--- src/rtl/keyed_lfsr_load_gen.sv ---
// keyed_lfsr_load_gen: keyed LFSR payload generator with seed handshake, warm-up sequencing and four combine modes.
module keyed_lfsr_load_gen #(
  parameter int KEY_WIDTH = 128,
  parameter int LOAD_WIDTH = 64,
  parameter int LFSR_WIDTH = 20,
  parameter logic [LFSR_WIDTH-1:0] TAP_MASK = 20'h08881,
  parameter logic [LFSR_WIDTH-1:0] INIT_VALUE = 20'h99999,
  parameter logic [LOAD_WIDTH-1:0] LOAD_XOR_MASK = 64'h8FADC1A6B5E37921,
  parameter int WARMUP_CYCLES = 4
) (
  input  logic                  clk,
  input  logic                  rst,
  input  logic                  en,
  input  logic [1:0]            mode,
  input  logic                  seed_valid,
  input  logic [LFSR_WIDTH-1:0] seed,
  output logic                  seed_ready,
  input  logic [KEY_WIDTH-1:0]  key,
  output logic [LOAD_WIDTH-1:0] load,
  output logic                  load_valid,
  output logic [LFSR_WIDTH-1:0] lfsr_state
);
  localparam int CW = WARMUP_CYCLES > 0 ? $clog2(WARMUP_CYCLES + 1) : 1;
  typedef enum logic [1:0] {IDLE, WARMUP, RUN} state_t;
  state_t state, state_nx;
  logic [LFSR_WIDTH-1:0] lfsr, lfsr_nx, lfsr_cand, lfsr_step;
  logic [CW-1:0] cnt, cnt_nx;
  logic [LOAD_WIDTH-1:0] load_nx, load_comb;
  logic load_valid_nx;
  assign lfsr_step = {^(lfsr & TAP_MASK), lfsr[LFSR_WIDTH-1:1]};
  assign seed_ready = state == IDLE;
  assign lfsr_state = lfsr;
  always_comb begin
    load_comb = '0;
    for (int i = 0; i < LOAD_WIDTH; i++) begin
      load_comb[i] = mode == 2'd0 ? key[i % KEY_WIDTH] ^ lfsr[i % LFSR_WIDTH] ^ LOAD_XOR_MASK[i] :
                     mode == 2'd1 ? key[i % KEY_WIDTH] ^ LOAD_XOR_MASK[i] :
                     mode == 2'd2 ? key[i % KEY_WIDTH] ^ lfsr[(i + 1) % LFSR_WIDTH] ^ LOAD_XOR_MASK[i] :
                                    load[i] ^ key[i % KEY_WIDTH] ^ lfsr[i % LFSR_WIDTH];
    end
  end
  // Dropping en in WARMUP or RUN freezes the LFSR and returns to IDLE.
  always_comb begin
    state_nx = state;
    lfsr_cand = lfsr;
    cnt_nx = cnt;
    load_nx = load;
    load_valid_nx = 1'b0;
    if (state == IDLE) begin
      if (seed_valid) lfsr_cand = seed;
      else if (en) begin
        state_nx = WARMUP_CYCLES == 0 ? RUN : WARMUP;
        cnt_nx = '0;
      end
    end else if (!en) begin
      state_nx = IDLE;
      cnt_nx = '0;
    end else begin
      lfsr_cand = lfsr_step;
      if (state == WARMUP) begin
        cnt_nx = cnt + 1'b1;
        if (cnt == CW'(WARMUP_CYCLES - 1)) begin
          state_nx = RUN;
          cnt_nx = '0;
        end
      end else begin
        load_nx = load_comb;
        load_valid_nx = 1'b1;
      end
    end
    lfsr_nx = lfsr_cand == '0 ? INIT_VALUE : lfsr_cand;
  end
  always_ff @(posedge clk or posedge rst) begin
    if (rst) begin
      state <= IDLE;
      lfsr <= INIT_VALUE;
      cnt <= '0;
      load <= '0;
      load_valid <= 1'b0;
    end else begin
      state <= state_nx;
      lfsr <= lfsr_nx;
      cnt <= cnt_nx;
      load <= load_nx;
      load_valid <= load_valid_nx;
    end
  end
endmodule
--- config.mk ---
export PLATFORM = sky130hd
export DESIGN_NAME = keyed_lfsr_load_gen
export DESIGN_NICKNAME = d
export VERILOG_FILES = /design/src/rtl/keyed_lfsr_load_gen.sv
export SDC_FILE = /design/constraint.sdc
export NUM_CORES = 1
export LEC_CHECK = 0
export CAP_MARGIN = 25
export CORE_MARGIN = 4
export CORE_UTILIZATION = 26
export DETAILED_ROUTE_END_ITERATION = 12
export PLACE_DENSITY_LB_ADDON = 0.25
export SYNTH_ARGS = -nofsm -noshare
export SYNTH_HDL_FRONTEND = slang
export SYNTH_SLANG_ARGS = --single-unit
--- constraint.sdc ---
create_clock -name clk -period 8.45 [get_ports clk]
set_clock_uncertainty 0.15 [all_clocks]
set_input_delay 2.1125 -clock clk [delete_from_list [all_inputs] [get_ports clk]]
set_output_delay 2.1125 -clock clk [all_outputs]
set_load 0.02 [all_outputs]
==> results.cfg, run 1 <==
[route]
detail-route-antenna-nets = 0
wl_per_cell_um = 18.9
drt_wl_total_um = 22200
drc = 0
via_per_inst = 4.90
vias = 5752
first_pass_iters = 5
dr.first_iter.drc_count = 333

[worst_setup_path]
cp_max_fo = 26
path_cells = clkdlybuf4s50_1, or3b_1, o22ai_1, a31oi_1, or3_1, o22ai_2
startpoint_type = input port
cp.required_ns = 8.57
cpPeakStageDelay_ns = 0.76
cp.arrival_ns = 4.66
crit_path_end_kind = flop
crit_path_top_delay_cell = or3b_1
critPathBufInv = 1
crit_family = simple AND/OR/NAND/NOR gates
critPathKind = input port to flop

[flow_run]
drv_cap = 0

[cts]
ctsHoldBuffers = 0
clkLatencyLatePin_ns = 0.35
clkTransAtPathRegs_ns = 0.06
cts_resized = 0
clockRootBuffer = clkbuf_16
numClockSinks = 90
htree_levels = 3
cts_buffers = 9
post_cts_buffers = 0
cts_tree = yes
cts_max_path_buffers = 2

[timing]
period_needed_ns = 4.54
finalSetupTns_ns = 0
rsz0062_at_grt = false
hold_violations = 0
tightest_slew_ns = 1.04
drv_slew = 0
max_freq_mhz = 220
worst_slack_ns = 3.91
slew_headroom_pct = 30.7
fin_crit_sh_pct = 53.7
setup_viol = 0

[yosys]
synthTopCellsByCount = o21ai_0 (129), dfrtp_1 (80), nand2_1 (71)
ys_ff_latch = 90
ys_types = 46
synthFlopType = dfrtp_1
synth_edf_count = 0
ys_seq_area_share_pct = 36.7
synth_area_leaders = dfrtp_1 (32%), o21ai_0 (10%), a22oi_1 (6.7%)
yosys_warnings = 0
synth.net_count = 877
yosysMostFrequentCell = o21ai_0
avgSynthCellArea_um2 = 8.54
syn_inst = 722
async_flop_share_pct = 100
synth_top_area_cell = dfrtp_1
netlist_area_um2 = 6170
yosysTopAreaCellShare_pct = 32.5

[status]
status = finished, final reports clean

[final_layout]
nFillCells = 2455
n_antenna_cell = 0
nets = 1004
layout-drive-gt1-share_pct = 5.97
area.growth.synth_to_final_pct = 33.6
multiInputGateArea_um2 = 3430
final_area_um2 = 8240
regArea_um2 = 2260

[placed_design]
portBuffers = 175
place_area_um2 = 7950
dpl_worst_slack_ns = 3.57
gp_congestion = 0.785
dp.final_hpwl_um = 15200

[floorplan]
die-area_um2 = 26300
start_util_pct = 26.4
pin_count = 240
die_x_um = 162
core_um2 = 23400
num_rows = 56
die_h_um = 162

[global_routing]
globalRouteOverflowTotal = 0
grt_use_total_pct = 16.7
grt_max_degree = 94
antenna_found_initial = 1
grt_pass1_vias = 5670
grt_pass1_wl_um = 34200

[power]
ir_drop_mv = 0.0758
finalPower_mw = 1.84
power_density_nw_per_um2 = 224
cellLeakagePower_nw = 3.51

[hold_path]
worstHoldPathType = flop to flop
==> kinds of logic after synthesis <==
logic type                 after synthesis  share of synthesized area [%]
AOI/OAI and AO/OA                      309                           31.6
and+or+nand+nor                        171                           14.0
DFF                                     90                           36.7
buffers and inverters                   83                           7.87
xor gates and xnor gates                67                           9.51
muxes                                    1                          0.162
adders and majority gates                1                          0.203
==> layout by cell type, fill, tap and decap left out, drive strengths merged, types with 2 or more instances in the layout <==
| cell | n |
|---|---|
| clkinv | 4 |
| clkdlybuf4s50 | 173 |
| nand2 | 71 |
| xnor2 | 26 |
| o22ai | 27 |
| dfrtp | 80 |
| dfstp | 10 |
| a22o | 2 |
| nor3b | 11 |
| a31oi | 6 |
| a21oi | 14 |
| a21o | 48 |
| nand2b | 21 |
| a22oi | 55 |
| nor3 | 3 |
| o21ai | 149 |
| xor2 | 41 |
| nor2b | 26 |
| or3 | 2 |
| nand3 | 2 |
| buf | 8 |
| inv | 18 |
| a2bb2oi | 2 |
| nor2 | 21 |
| clkbuf | 10 |
| nor4 | 9 |
==> per-stage QoR <==
stage	instances	util [%]	hold slack [ns]
3_3_place_gp	1157	34.0	0.351
3_5_place_dp	1157	34.0	0.356
5_1_grt	1173	35.2	0.395
2_1_floorplan	722	-	0.327
4_1_cts	1173	35.2	0.377
6_report	1173	35.2	0.373
==> registers in the layout, indices dropped and copies added, names as in the netlist <==
signal and count:
cnt 3, lfsr_state 20, load 64, load_valid 1
state 2
==> worst paths after layout <==
kind                       startpoint              to  cells after the start  slack [ns]
min reg2reg                    cnt[1]          cnt[1]                      1        0.37
min                            cnt[1]          cnt[1]                      1        0.37
max                        seed_valid  lfsr_state[11]                      6        3.91
max reg2reg                  state[1]  lfsr_state[11]                      5        5.60
min in group asynchronous         rst      load_valid                      2        2.01
max in group asynchronous         rst        state[0]                      3        5.03
==> power by group <==
group / internal (mW) / switching, mW / total [mW] / leakage, nW
Combinational: 0.355 / 0.365 / 0.721 / 2.23
Clock: 0.228 / 0.186 / 0.414 / 0.142
Sequential: 0.537 / 0.173 / 0.710 / 1.14
==> metal layers <==
metal  share of wire (%)  GRT usage, %
met5                   0             0
met4                 1.4          4.65
met3                 5.1          2.87
met2                  44          25.3
met1                  49          24.6
==> final cells by class <==
class | instances | area share, %
Clock inverter | 6 | 0.698
Sequential cell | 90 | 27.5
Inverter | 18 | 0.850
Tap cell | 319 | 4.84
Clock buffer | 10 | 2.78
Timing Repair Buffer | 181 | 21.7
Multi-Input combinational cell | 549 | 41.7
No activity file was read; power rests on OpenSTA's default activity.
==> run 2, diff against run 1 <==
Clock period 8.45 ns to 4.5 ns, I/O delays scaled along.
==> run 2 against run 1 <==
  * Sequential power rose by 87%
  * Final cell count hardly changed
  * Setup slack worse by 2.7 ns
  * Largest cell class unchanged
  * Largest power group unchanged
==> results.cfg, run 2 (synthesis results as in run 1) <==
[status]
status = finished, final reports clean

[cts]
htree_levels = 3
numClockSinks = 90
cts_max_path_buffers = 2
post_cts_buffers = 0
cts_resized = 0
ctsHoldBuffers = 0
clkTransAtPathRegs_ns = 0.07
clkLatencyLatePin_ns = 0.35
cts_tree = yes
cts_buffers = 9
clockRootBuffer = clkbuf_16

[hold_path]
worstHoldPathType = flop to flop
min_to = cnt[1]
min_from = cnt[1]
hold_depth = 1

[global_routing]
grt_pass1_wl_um = 34300
grt_max_degree = 82
globalRouteOverflowTotal = 0
antenna_found_initial = 1
grt_pass1_vias = 5676
grt_use_total_pct = 16.7

[worst_setup_path]
crit_family = simple AND/OR/NAND/NOR gates
r2r-end = lfsr_state[8]
cpPeakStageDelay_ns = 0.55
cp.required_ns = 4.62
worst_r2r_startpoint = state[1]
crit_path_start = seed_valid
cp.arrival_ns = 3.41
path_cells = clkdlybuf4s50_1, or3b_1, buf_4, o221ai_1, nand4_2, o22ai_2
r2r_slack_ns = 1.94
crit_path_top_delay_cell = clkdlybuf4s50_1
startpoint_type = input port
critPathBufInv = 2
critPathKind = input port to flop
r2r_cells = 5
crit_path_end_kind = flop
cp_max_fo = 20

[floorplan]
start_util_pct = 26.4
die_x_um = 162
die_h_um = 162
die-area_um2 = 26300
num_rows = 56
pin_count = 240
core_um2 = 23400

[final_layout]
final_area_um2 = 8280
nFillCells = 2433
regMostFlops = load
multiInputGateArea_um2 = 3430
final_common_cell = clkdlybuf4s50_1
n_antenna_cell = 0
regArea_um2 = 2260
largest_register_ffs = 64
area.growth.synth_to_final_pct = 34.3
nets = 1005
layout-drive-gt1-share_pct = 5.96
layout_common_cells = clkdlybuf4s50_1 (173), o21ai_0 (129), dfrtp_1 (80)
finish.utilization_pct = 35.4

[power]
cellLeakagePower_nw = 3.53
power_density_nw_per_um2 = 420
ir_drop_mv = 0.164
finalPower_mw = 3.48

[route]
vias = 5764
drc = 0
detail-route-antenna-nets = 0
first_pass_iters = 4
via_per_inst = 4.91
wl_per_cell_um = 19.1
drt_wl_total_um = 22400
dr.first_iter.drc_count = 286

[timing]
setup_viol = 0
max_freq_mhz = 304
drv_slew = 0
hold_violations = 0
period_needed_ns = 3.29
rsz0062_at_grt = false
worst_slack_ns = 1.21
fin_crit_sh_pct = 73.2
finalSetupTns_ns = 0
tightest_slew_ns = 0.997
slew_headroom_pct = 33.4

[placed_design]
gp_congestion = 0.808
dpl_worst_slack_ns = 0.868
dp.final_hpwl_um = 15700
place_area_um2 = 7990
portBuffers = 175

[flow_run]
drv_cap = 0
run 2: cell count changes in the layout (fill, tap and decap cells not counted), sizes merged:
| cell | change |
|---|---|
| clkinv | -2 |
| buf | +1 |
| clkinvlp | +1 |
| clkbuf | +1 |
run 2: layer usage:
layer,track usage (%),up-vias,wire length [um]
met5,0,-,12
met4,3.77,2,216
met3,3.22,15,1140
met2,26.3,155,10300
met1,23.9,2765,10800
li1,-,2827,-
run 2: final cells by class:
cell class,count,share of cell area (%)
clock buffer,11,2.93
clock inverter,5,0.650
inverter,18,0.846
multi-input combinational,549,41.5
sequential,90,27.3
tap,319,4.82
timing repair buffer,182,22.0
run 2: worst max path at each step:
stage                          end  slack [ns]  cells after the start
floorplan                   cnt[0]        0.91                      1
global placement    lfsr_state[12]        0.89                      6
detailed placement        load[25]        0.87                      6
CTS                       load[27]        1.21                      6
global route              load[27]        0.97                      6
finish               lfsr_state[8]        1.21                      6
run 2: report_power, final:
group	leakage [nW]	switching [mW]	internal, mW
Combinational	2.25	0.689	0.670
Clock	0.139	0.346	0.444
Sequential	1.14	0.325	1.01
Total	3.53	1.36	2.12
run 2: stage by stage:
stage                     hold slack (ns)  instances
after global routing                0.395       1174
after global placement              0.346       1158
final                               0.379       1174
after detailed placement            0.350       1158
after CTS                           0.369       1174
after floorplan                     0.327        722
run 2: worst reg2reg max path, stage by stage (launching register included):
cell	delay, ns
dfrtp_1	0.54
or3b_1	0.54
buf_4	0.26
o221ai_1	0.28
nand4_2	0.42
o22ai_2	0.29
